<file path="src/rtl/cordic_arb_pkg.sv">
// Shared types for the CORDIC rotation arbiter: FSM states, pipeline tag, data width.
package cordic_arb_pkg;

  localparam int unsigned DataW  = 16;
  // Tag id field is sized for up to 16 requesters.
  localparam int unsigned TagIdW = 4;

  typedef enum logic [1:0] {
    StIdle,
    StRun,
    StDrain
  } arb_state_t;

  typedef struct packed {
    logic              valid;
    logic [TagIdW-1:0] id;
  } tag_t;

endpackage

</file>
<file path="src/rtl/cordic_rsp_fifo.sv">
// Single-clock result FIFO holding packed {x, y} CORDIC results for one requester.
module cordic_rsp_fifo #(
  parameter int unsigned Depth  = 4,
  parameter int unsigned EntryW = 32,
  localparam int unsigned CntW  = $clog2(Depth + 1)
) (
  input  logic              clk_i,
  input  logic              rst_ni,
  input  logic              push_i,
  input  logic [EntryW-1:0] wdata_i,
  input  logic              pop_i,
  output logic [EntryW-1:0] rdata_o,
  output logic [CntW-1:0]   count_o,
  output logic              empty_o
);

  localparam int unsigned AddrW = $clog2(Depth);

  logic [EntryW-1:0] mem_q [Depth];
  logic [AddrW-1:0]  wptr_q, rptr_q;
  logic [CntW-1:0]   cnt_q;
  logic              pop_ok;

  assign empty_o = (cnt_q == '0);
  assign pop_ok  = pop_i && !empty_o;
  assign count_o = cnt_q;
  assign rdata_o = empty_o ? '0 : mem_q[rptr_q];

  always_ff @(posedge clk_i) begin
    if (!rst_ni) begin
      wptr_q <= '0;
      rptr_q <= '0;
      cnt_q  <= '0;
    end else begin
      if (push_i) wptr_q <= wptr_q + 1'b1;
      if (pop_ok) rptr_q <= rptr_q + 1'b1;
      cnt_q <= cnt_q + CntW'(push_i) - CntW'(pop_ok);
    end
  end

  always_ff @(posedge clk_i) begin
    if (push_i) mem_q[wptr_q] <= wdata_i;
  end

endmodule

</file>
<file path="src/rtl/cordic_rot_arbiter.sv">
// Round-robin, credit-based arbiter sharing one rotational CORDIC pipeline among NREQ requesters.
// Optional tag/done consistency checking is enabled by defining CORDIC_ARB_CHECK_EN.
module cordic_rot_arbiter
  import cordic_arb_pkg::*;
#(
  parameter int unsigned NREQ      = 4,
  parameter int unsigned RES_DEPTH = 4,
  parameter int unsigned LATENCY   = 15
) (
  input  logic                       clk_i,
  input  logic                       reset_ni,
  input  logic                       en_i,
  input  logic [NREQ-1:0]            req_valid_i,
  input  logic [NREQ-1:0][DataW-1:0] req_x_i,
  input  logic [NREQ-1:0][DataW-1:0] req_y_i,
  input  logic [NREQ-1:0][DataW-1:0] req_theta_i,
  output logic [NREQ-1:0]            req_ready_o,
  output logic [NREQ-1:0]            rsp_valid_o,
  input  logic [NREQ-1:0]            rsp_ready_i,
  output logic [NREQ-1:0][DataW-1:0] rsp_x_o,
  output logic [NREQ-1:0][DataW-1:0] rsp_y_o,
  output logic                       cordic_start_o,
  output logic [DataW-1:0]           cordic_x_o,
  output logic [DataW-1:0]           cordic_y_o,
  output logic [DataW-1:0]           cordic_theta_o,
  input  logic                       cordic_done_i,
  input  logic [DataW-1:0]           cordic_xprime_i,
  input  logic [DataW-1:0]           cordic_yprime_i,
  output logic                       busy_o,
  output logic                       err_o
);

  localparam int unsigned PtrW = (NREQ > 1) ? $clog2(NREQ) : 1;
  localparam int unsigned CntW = $clog2(RES_DEPTH + 1);
  localparam int unsigned FlW  = $clog2(LATENCY + 1);
  localparam logic [CntW:0] DepthC = (CntW + 1)'(RES_DEPTH);

  arb_state_t       state_q, state_d;
  logic [PtrW-1:0]  rr_q, rr_d;
  tag_t             tag_q [LATENCY];
  tag_t             tag_out;
  logic [FlW-1:0]   fl_q, fl_d;
  logic [CntW-1:0]  req_fl_q [NREQ];
  logic [CntW-1:0]  req_fl_d [NREQ];
  logic [CntW-1:0]  fifo_cnt [NREQ];
  logic [2*DataW-1:0] fifo_rdata [NREQ];
  logic [NREQ-1:0]  fifo_empty, push, pop, credit_ok, eligible;
  logic             gnt_found;
  logic [PtrW-1:0]  gnt_id;

  assign tag_out = tag_q[LATENCY-1];
  assign busy_o  = (state_q != StIdle);

  // First eligible requester at or after the round-robin pointer; no grants while in reset.
  always_comb begin
    int idx;
    gnt_found = 1'b0;
    gnt_id    = '0;
    idx       = 0;
    for (int k = 0; k < int'(NREQ); k++) begin
      idx = (int'(rr_q) + k) % int'(NREQ);
      if (!gnt_found && reset_ni && (state_q == StRun) && eligible[PtrW'(idx)]) begin
        gnt_found = 1'b1;
        gnt_id    = PtrW'(idx);
      end
    end
  end

  always_comb begin
    req_ready_o    = gnt_found ? (NREQ'(1) << gnt_id) : '0;
    cordic_start_o = gnt_found;
    cordic_x_o     = gnt_found ? req_x_i[gnt_id] : '0;
    cordic_y_o     = gnt_found ? req_y_i[gnt_id] : '0;
    cordic_theta_o = gnt_found ? req_theta_i[gnt_id] : '0;
  end

  always_comb begin
    rr_d = rr_q;
    if (gnt_found) rr_d = (gnt_id == PtrW'(NREQ - 1)) ? '0 : gnt_id + 1'b1;
    fl_d = fl_q + FlW'(cordic_start_o) - FlW'(tag_out.valid);
  end

  always_comb begin
    state_d = state_q;
    unique case (state_q)
      StIdle:  if (en_i) state_d = StRun;
      StRun:   if (!en_i) state_d = (fl_q != '0) ? StDrain : StIdle;
      StDrain: begin
        if (en_i)              state_d = StRun;
        else if (fl_q == '0)   state_d = StIdle;
      end
      default: state_d = StIdle;
    endcase
  end

  for (genvar i = 0; i < int'(NREQ); i++) begin : g_req
    assign push[i]      = tag_out.valid && (tag_out.id == TagIdW'(i));
    assign pop[i]       = rsp_valid_o[i] && rsp_ready_i[i];
    // Credit counts FIFO slots plus results still in the pipeline, so a push can never overflow.
    assign credit_ok[i] = ({1'b0, fifo_cnt[i]} + {1'b0, req_fl_q[i]}) < DepthC;
    assign eligible[i]  = req_valid_i[i] && credit_ok[i];
    assign req_fl_d[i]  = req_fl_q[i] + CntW'(req_ready_o[i]) - CntW'(push[i]);
    assign rsp_valid_o[i] = !fifo_empty[i];
    assign rsp_x_o[i]   = fifo_rdata[i][2*DataW-1:DataW];
    assign rsp_y_o[i]   = fifo_rdata[i][DataW-1:0];

    cordic_rsp_fifo #(
      .Depth  (RES_DEPTH),
      .EntryW (2 * DataW)
    ) u_fifo (
      .clk_i   (clk_i),
      .rst_ni  (reset_ni),
      .push_i  (push[i]),
      .wdata_i ({cordic_xprime_i, cordic_yprime_i}),
      .pop_i   (pop[i]),
      .rdata_o (fifo_rdata[i]),
      .count_o (fifo_cnt[i]),
      .empty_o (fifo_empty[i])
    );
  end

  always_ff @(posedge clk_i) begin
    if (!reset_ni) begin
      state_q <= StIdle;
      rr_q    <= '0;
      fl_q    <= '0;
      for (int k = 0; k < int'(LATENCY); k++) tag_q[k] <= '0;
      for (int i = 0; i < int'(NREQ); i++) req_fl_q[i] <= '0;
    end else begin
      state_q  <= state_d;
      rr_q     <= rr_d;
      fl_q     <= fl_d;
      tag_q[0] <= '{valid: cordic_start_o, id: TagIdW'(gnt_id)};
      for (int k = 1; k < int'(LATENCY); k++) tag_q[k] <= tag_q[k-1];
      for (int i = 0; i < int'(NREQ); i++) req_fl_q[i] <= req_fl_d[i];
    end
  end

`ifdef CORDIC_ARB_CHECK_EN
  logic err_q;

  always_ff @(posedge clk_i) begin
    if (!reset_ni) begin
      err_q <= 1'b0;
    end else if (cordic_done_i != tag_out.valid) begin
      err_q <= 1'b1;
    end
  end

  assign err_o = err_q;
`else
  logic unused_done;
  assign unused_done = cordic_done_i;
  assign err_o       = 1'b0;
`endif

endmodule
</file>
<file path="config.mk">
export PLATFORM = sky130hd
export DESIGN_NAME = cordic_rot_arbiter
export DESIGN_NICKNAME = d
export VERILOG_FILES = /design/src/rtl/cordic_arb_pkg.sv /design/src/rtl/cordic_rsp_fifo.sv /design/src/rtl/cordic_rot_arbiter.sv
export SDC_FILE = /design/constraint.sdc
export NUM_CORES = 1
export LEC_CHECK = 0
export BUFFER_PORTS_ARGS = -buffer_cell sky130_fd_sc_hd__buf_2
export CAP_MARGIN = 25
export CORE_MARGIN = 5
export CORE_UTILIZATION = 55
export DETAILED_ROUTE_END_ITERATION = 6
export PLACE_DENSITY = 0.79
export SYNTH_ARGS = -nofsm -noshare
export SYNTH_HDL_FRONTEND = slang
export SYNTH_SLANG_ARGS = --single-unit
export TNS_END_PERCENT = 5
</file>
<file path="constraint.sdc">
create_clock -name clk_i -period 10.05 [get_ports clk_i]
set_input_delay 0 -clock clk_i [delete_from_list [all_inputs] [get_ports clk_i]]
set_output_delay 0 -clock clk_i [all_outputs]
set_load 0.01 [all_outputs]
</file>
=== After elaboration in Yosys (flattened, before gate mapping) ===
Memories as Yosys holds them, arrays and structs flattened. A register that Yosys moved wholly into a read port is not among the register bits.
Cells that the tools add are included.

* Bits in registers: 36
* Bits in writable memories: 599
* Input port bits: 236
* Output and inout port bits: 187
* Logic and storage cells: 215
* Memories kept: 6

* Add/sub/neg operators: 34
* $lt $le $gt $ge: 9
* Eq/ne operators: 9
* Shift operators: 1
* Mux-type cells: 78
* Bitwise logic cells: 19
* Reductions and logical operators: 44

{| class="wikitable"
|+ Memory list
! memory !! words !! bits a word !! rd ports !! clocked after Yosys merged registers in !! wr ports !! line !! source
|-
| g_req[0].u_fifo.mem_q || 4 || 32 || 1 || 1 || 1 || cordic_rsp_fifo.sv:19 || <nowiki>logic [EntryW-1:0] mem_q [Depth];</nowiki>
|-
| g_req[1].u_fifo.mem_q || 4 || 32 || 1 || 1 || 1 || cordic_rsp_fifo.sv:19 ||
|-
| g_req[2].u_fifo.mem_q || 4 || 32 || 1 || 1 || 1 || cordic_rsp_fifo.sv:19 ||
|-
| g_req[3].u_fifo.mem_q || 4 || 32 || 1 || 1 || 1 || cordic_rsp_fifo.sv:19 ||
|-
| tag_q || 15 || 5 || 15 || 0 || 15 || cordic_rot_arbiter.sv:40 || <nowiki>tag_t tag_q [LATENCY];</nowiki>
|-
| req_fl_q || 4 || 3 || 4 || 0 || 4 || cordic_rot_arbiter.sv:43 || <nowiki>logic [CntW-1:0] req_fl_q [NREQ];</nowiki>
|}

{| class="wikitable"
|+ Operators with widths
! cell !! count
|-
| $mux W32 || 4
|-
| $bmux W16 S2 || 3
|-
| $mux W16 || 6
|-
| $mux W5 || 15
|-
| $mux W2 || 18
|-
| $logic_and A1 B1 Y1 || 27
|-
| $add A3 B1 Y3 || 8
|-
| $sub A3 B1 Y3 || 8
|-
| $mux W1 || 22
|-
| $add A2 B1 Y2 const B || 10
|-
| $or A1 B1 Y1 || 19
|-
| $add A3 B3 Y4 || 4
|-
| $lt A2 B4 Y1 const B || 4
|-
| $lt A4 B3 Y1 const B || 4
|-
| $logic_not A3 Y1 || 4
|-
| $mux W3 || 4
|-
| $bmux W1 S2 || 4
|-
| $eq A4 B2 Y1 const B || 2
|-
| $logic_not A4 Y1 || 2
|-
| $logic_not A1 Y1 || 7
|-
| $pmux W2 S3 || 1
|-
| $add A2 B2 Y2 const B || 2
|-
| $add A4 B1 Y4 || 1
|-
| $eq A2 B2 Y1 const B || 2
|-
| other kinds (12) || 13
|}

=== Longest topological paths before layout ===
An unclocked memory read counts as a cell.

* Depth after elaboration: 29
* Gate-level depth with buffers: 17
* Mapped depth without buffers: 13

=== Hierarchy ===
From an unflattened synthesis, not the netlist that was laid out.

* Cell total of the unflattened synthesis: 1,661
* Area, all modules: 26,256.4 um2

{| class="wikitable"
|+ By module, submodules not included
! module !! times used !! cells an instance !! area each (um2) !! seq. area each (um2)
|-
| cordic_rsp_fifo || 4 || 246 || 5,338.9 || 4,023.9
|-
| cordic_rot_arbiter || 1 || 677 || 4,901.0 || 1,301.2
|}

=== Least setup slack after synthesis ===
No wires, ideal clock.

* Path kind: flip-flop to flip-flop
* From: register g_req[1].u_fifo.cnt_q[2]
* To: memory req_fl_q[2][2] (netlist name)
* Setup time: 0.115 ns
* Arrival: 3.511 ns
* Data required time: 9.935 ns
* Setup slack: 6.424 ns
* Stages on the path, launching flop included: 14
* Path buffers: 1
* Cells stage by stage: dfxtp_1 ha_1 or4b_4 a31oi_4 a21oi_1 o211ai_2 clkbuf_1 inv_1 ha_1 and2_1 ha_1 fa_1 xnor2_1 and2_1

{| class="wikitable"
|+ RTL lines
! item !! line !! source
|-
| start, declared || cordic_rsp_fifo.sv:21 || <nowiki>logic [CntW-1:0] cnt_q;</nowiki>
|-
| start signal, assigned || cordic_rsp_fifo.sv:37 || <nowiki>cnt_q <= cnt_q + CntW'(push_i) - CntW'(pop_ok);</nowiki>
|-
| end, declared || cordic_rot_arbiter.sv:43 ||
|}

=== Final worst setup path ===
* From: register g_req[1].u_fifo.cnt_q[2]
* To: output port cordic_y_o[15]

* Longest elaborated chain between the ends: 26
* Elaborated cells on any way between the ends: 39
* Those cells by class: 1 x add/sub; 1 x order compare; 23 x mux; 14 x reduce/logical

{| class="wikitable"
|+ Ends and longest elaborated chain
! item !! line !! source
|-
| $add A3 B3 Y4 (*) || cordic_rot_arbiter.sv:100 || <nowiki>assign credit_ok[i] = ({1'b0, fifo_cnt[i]} + {1'b0, req_fl_q[i]}) < DepthC;</nowiki>
|-
| $lt A4 B3 Y1 (*) || cordic_rot_arbiter.sv:100 ||
|-
| $logic_and A1 B1 Y1 (*) || cordic_rot_arbiter.sv:101 || <nowiki>assign eligible[i] = req_valid_i[i] && credit_ok[i];</nowiki>
|-
| $bmux W1 S2 || cordic_rot_arbiter.sv:62 || <nowiki>if (!gnt_found && reset_ni && (state_q == StRun) && eligible[PtrW'(idx)]) begin</nowiki>
|-
| $mux W1 (implied by the code) (2 in a row) || cordic_rot_arbiter.sv:62 ||
|-
| $logic_and A1 B1 Y1 || cordic_rot_arbiter.sv:62 ||
|-
| $mux W1 || cordic_rot_arbiter.sv:62 ||
|-
| $logic_not A1 Y1 || cordic_rot_arbiter.sv:62 ||
|-
| [5 not listed] || n/a ||
|-
| $logic_and A1 B1 Y1 (3 in a row) || cordic_rot_arbiter.sv:62 ||
|-
| $mux W1 || cordic_rot_arbiter.sv:62 ||
|-
| $logic_not A1 Y1 || cordic_rot_arbiter.sv:62 ||
|-
| $logic_and A1 B1 Y1 (3 in a row) || cordic_rot_arbiter.sv:62 ||
|-
| $mux W2 || cordic_rot_arbiter.sv:62 ||
|-
| $bmux W16 S2 || cordic_rot_arbiter.sv:73 || <nowiki>cordic_y_o = gnt_found ? req_y_i[gnt_id] : '0;</nowiki>
|-
| $mux W16 (implied by the code) || cordic_rot_arbiter.sv:73 ||
|-
| $mux W16 (*) || cordic_rot_arbiter.sv:73 ||
|-
| end, declared || cordic_rot_arbiter.sv:24 || <nowiki>output logic [DataW-1:0] cordic_y_o,</nowiki>
|}

Every way passes the cells marked *; elsewhere a longest branch is shown, timed or not. The select of a mux whose other input is x is not followed.

==> summary.txt <==
Status
  • Outcome: completed

Synthesis
  • Syn nets: 1697
  • Top FF cell, synth: edfxtp_1
  • Post-synthesis cell area: 25200 µm²
  • Asr flop ratio synth: 0
  • Synth area leaders: edfxtp_1 61%, mux4_2 11%, dfxtp_1 8.0%
  • Leading area contributor after synthesis: edfxtp_1
  • Synth warn: 0
  • Share of the synthesized area in the top cell type: 0.610
  • EDFF count, synth: 512
  • Synth cell types: 47
  • Register area share after synthesis: 0.691
  • Seq cells post-synth: 613
  • Syn avg cell area: between 15 and 20 µm²
  • Mapped Cells: 1403

Final layout
  • Fin cells: 2511
  • Final #Nets: 2158
  • Final Cell Area: 30300 µm²
  • Most common cell after layout, fill and taps aside: edfxtp_1
  • Share of cells above drive strength 1: 0.369
  • Synth-to-Final Area Change: 20.3%
  • Commonest cells after routing, fill and taps aside: 512 x edfxtp_1, 420 x buf_2, 208 x and2_1

Detailed routing
  • DR WL/cell: about 27 µm
  • DRT Pass-1 Iters: 5
  • # DRC: 0
  • Initial drt markers: 1294
  • Antenna Violating Nets Remaining: 0
  • Routed vias: 14300
  • Total wire length: 67000 µm
  • Vias per inst: roughly 5.7

Worst setup path
  • CP Cell Sequence: ha_1, or4b_4, a31oi_4, nor3_1, nor4_4, buf_4, buf_4, mux2i_1, o22ai_1, buf_2
  • Critical Setup Path Class: reg -> out
  • Worst Path Required: 10.05 ns
  • Setup crit end kind: primary output
  • Most numerous cell on the critical path: buf_4
  • R2R depth: 13
  • Critical path fanouts, max: 60
  • R2R Path Start: g_req[1].u_fifo.count_o[2]$_SDFF_PN0_
  • Setup crit start kind: flop
  • R2r endpoint: req_fl_q[2][2]$_SDFF_PN0_
  • Flop-to-flop setup slack: 6.09 ns
  • Worst path max stage delay: 0.87 ns
  • Slowest CP cell: buf_4
  • CP arrival: 4.84 ns

Global routing
  • GRT Total Usage: 0.261
  • First-pass GRT wire length: 96500 µm
  • Pin count of the biggest net entering global routing: 96
  • Vias in the first global route: 15100
  • Antenna violations before repair: 11
  • Grt ovf: 0

Min path
  • Worst Hold Depth: 4
  • Hold path start: reset_ni
  • Min-delay worst type: in -> reg
  • Hold Path End: state_q[0]$_SDFFE_PN0P_

Placed design
  • Placed Area: 27900 µm²
  • PortBufs: 420
  • Final GP Congestion: 0.962
  • Dpl cells: about 2400
  • Placed wire-length estimate: 42000 µm
  • Pre-CTS setup slack: 5.77 ns

Timing
  • Setup Viol. Count Final: 0
  • Final period utilization: 0.482
  • Clock period minus worst slack: between 4 and 5 ns
  • Slew margin rel.: 0.308
  • RSZ-0062 raised after global routing: no
  • Max Slew Vio Count: 0
  • Worst setup margin: 5.21 ns
  • Clk_skew: 0.0277 ns
  • Tightest Pin Transition: 1.04 ns
  • Final hold violation count: 0
  • Setup TNS: 0 ns
  • Max Fclk: around 0.21 GHz

Power and ir drop
  • Internal cell power: 4.91 mW
  • Sw power: 1.98 mW
  • VDD IR max: 186 µV
  • Switching share of power: 0.287
  • Part of the power in combinational logic: 0.259
  • Clock power share: 0.321
  • Register share of total power: 0.421
  • Leakage: around 11 nW
  • Power Density: approximately 230 nW/µm²

Flow run
  • Number of max-cap violations: 0

Clock network
  • CTS Hold Bufs: 37
  • Post-cts gate resize count: 0
  • Clock Latency Late Sink: 0.60 ns
  • Num CTS Buffers: 56
  • TritonCTS clock tree: yes
  • H-tree Lvls: 2
  • Setup bufs post-CTS: 0
  • CTS Root Cell: clkbuf_16
  • Worst-path clk slew: around 0.060 ns
  • CTS sink count: 613
  • Max Buffers Root-to-Sink: 3

Floorplan
  • Top-level port count: 423
  • FP Rows: 78
  • Die area: 50200 µm²
  • Chip width: about 220 µm
  • CORE AREA: 45400 µm²
  • Die height: around 220 µm
  • Initial core utilization: 0.555
## area by class of cell
| type | instances | area (µm²) |
|---|---|---|
| fillers | 2999 | 15100 |
| flip-flops and latches | 613 | 17400 |
| multi-input cells | 672 | 7320 |
| clock inverters | 28 | 353 |
| diodes | 1 | 2.50 |
| clock buffers | 76 | 1570 |
| repair buffers | 478 | 2750 |
| inverters | 43 | 161 |
| well taps | 600 | 751 |
## logic make-up (layout without fill, tap and decap cells)
logic type,count (synthesis),in the layout,synth area share
compound gates,70,70,0.0233
xor+xnor,31,31,0.0108
fa+ha+maj,58,58,0.0315
buf+inv,118,625,0.0205
flops,613,613,0.691
mux,226,226,0.153
other cells,1,2,0.000149
simple gates,286,286,0.0697
## state kept, by name, summed over array words and instances (netlist names), named ones only
name and cells:
g_req.u_fifo.wptr_q 8, fl_q 4, state_q 2, req_fl_q 12, tag_q 45, rr_q 2, g_req.u_fifo.count_o 12, g_req.u_fifo.mem_q 512
g_req.u_fifo.rptr_q 8
## metrics by stage
step / hold slack [ns] / utilization / power [mW]
after CTS: 0.0328 / 0.665 / 6.94
after detailed placement: 0.280 / 0.614 / 4.73
after floorplan: 0.0989 / - / 3.97
after global placement: 0.274 / 0.613 / 4.69
final: 0.0471 / 0.668 / 6.89
after global routing: 0.0967 / 0.668 / 7.18
## power by group through the flow
stage / Clock [mW] / Combinational, mW / Sequential (mW)
final: 2.21 / 1.78 / 2.90
after CTS: 2.23 / 1.79 / 2.91
after global placement: 0 / 1.73 / 2.96
after global routing: 2.36 / 1.91 / 2.91
after detailed placement: 0 / 1.76 / 2.97
after floorplan: 0 / 1.10 / 2.88
## worst max-delay path, delay by kind of cell (launching register included)
| family | cells | cell delay, ns |
|---|---|---|
| buffers and inverters | 3 | 1.63 |
| and+or+nand+nor | 3 | 0.92 |
| muxes | 1 | 0.53 |
| AOI/OAI and AO/OA | 2 | 0.47 |
| DFF | 1 | 0.33 |
| adders and majority gates | 1 | 0.31 |
## per-layer routing
metal,GRT usage,routed length (µm),vias up
met3,0.0655,5840,108
met1,0.301,22700,7189
li1,-,-,6276
met4,0.0723,1820,8
met5,0,61,-
met2,0.483,36500,711
## synthesized netlist by cell type (3+ instances only)
library cell and n:
edfxtp_1 512, and2_1 224, mux4_2 128, dfxtp_1 101
mux2i_1 98, ha_1 49, inv_1 42, clkbuf_1 40
o22ai_1 30, xnor2_1 28, nor2b_1 20, buf_1 19
o22ai_2 18, nand2_1 13, buf_4 9, fa_1 9
a21oi_1 7, nand3_1 6, nor2_1 6, buf_2 4
or3_1 4, buf_8 3, nor4b_1 3, xor2_1 3
## worst max-delay path by stage
stage / startpoint / to / slack [ns] / cells past startpoint
3_3_place_gp: g_req[1].u_fifo.count_o[2]$_SDFF_PN0_ / cordic_y_o[13] / 5.76 / 10
2_1_floorplan: g_req[1].u_fifo.count_o[2]$_SDFF_PN0_ / req_fl_q[2][2]$_SDFF_PN0_ / 6.42 / 13
3_5_place_dp: g_req[1].u_fifo.count_o[2]$_SDFF_PN0_ / cordic_y_o[13] / 5.77 / 10
5_1_grt: g_req[1].u_fifo.count_o[2]$_SDFF_PN0_ / cordic_y_o[13] / 5.05 / 10
4_1_cts: g_req[1].u_fifo.count_o[2]$_SDFF_PN0_ / cordic_y_o[13] / 5.14 / 10
6_report: g_req[1].u_fifo.count_o[2]$_SDFF_PN0_ / cordic_y_o[15] / 5.21 / 10
No activity file was read; power rests on OpenSTA's default activity.
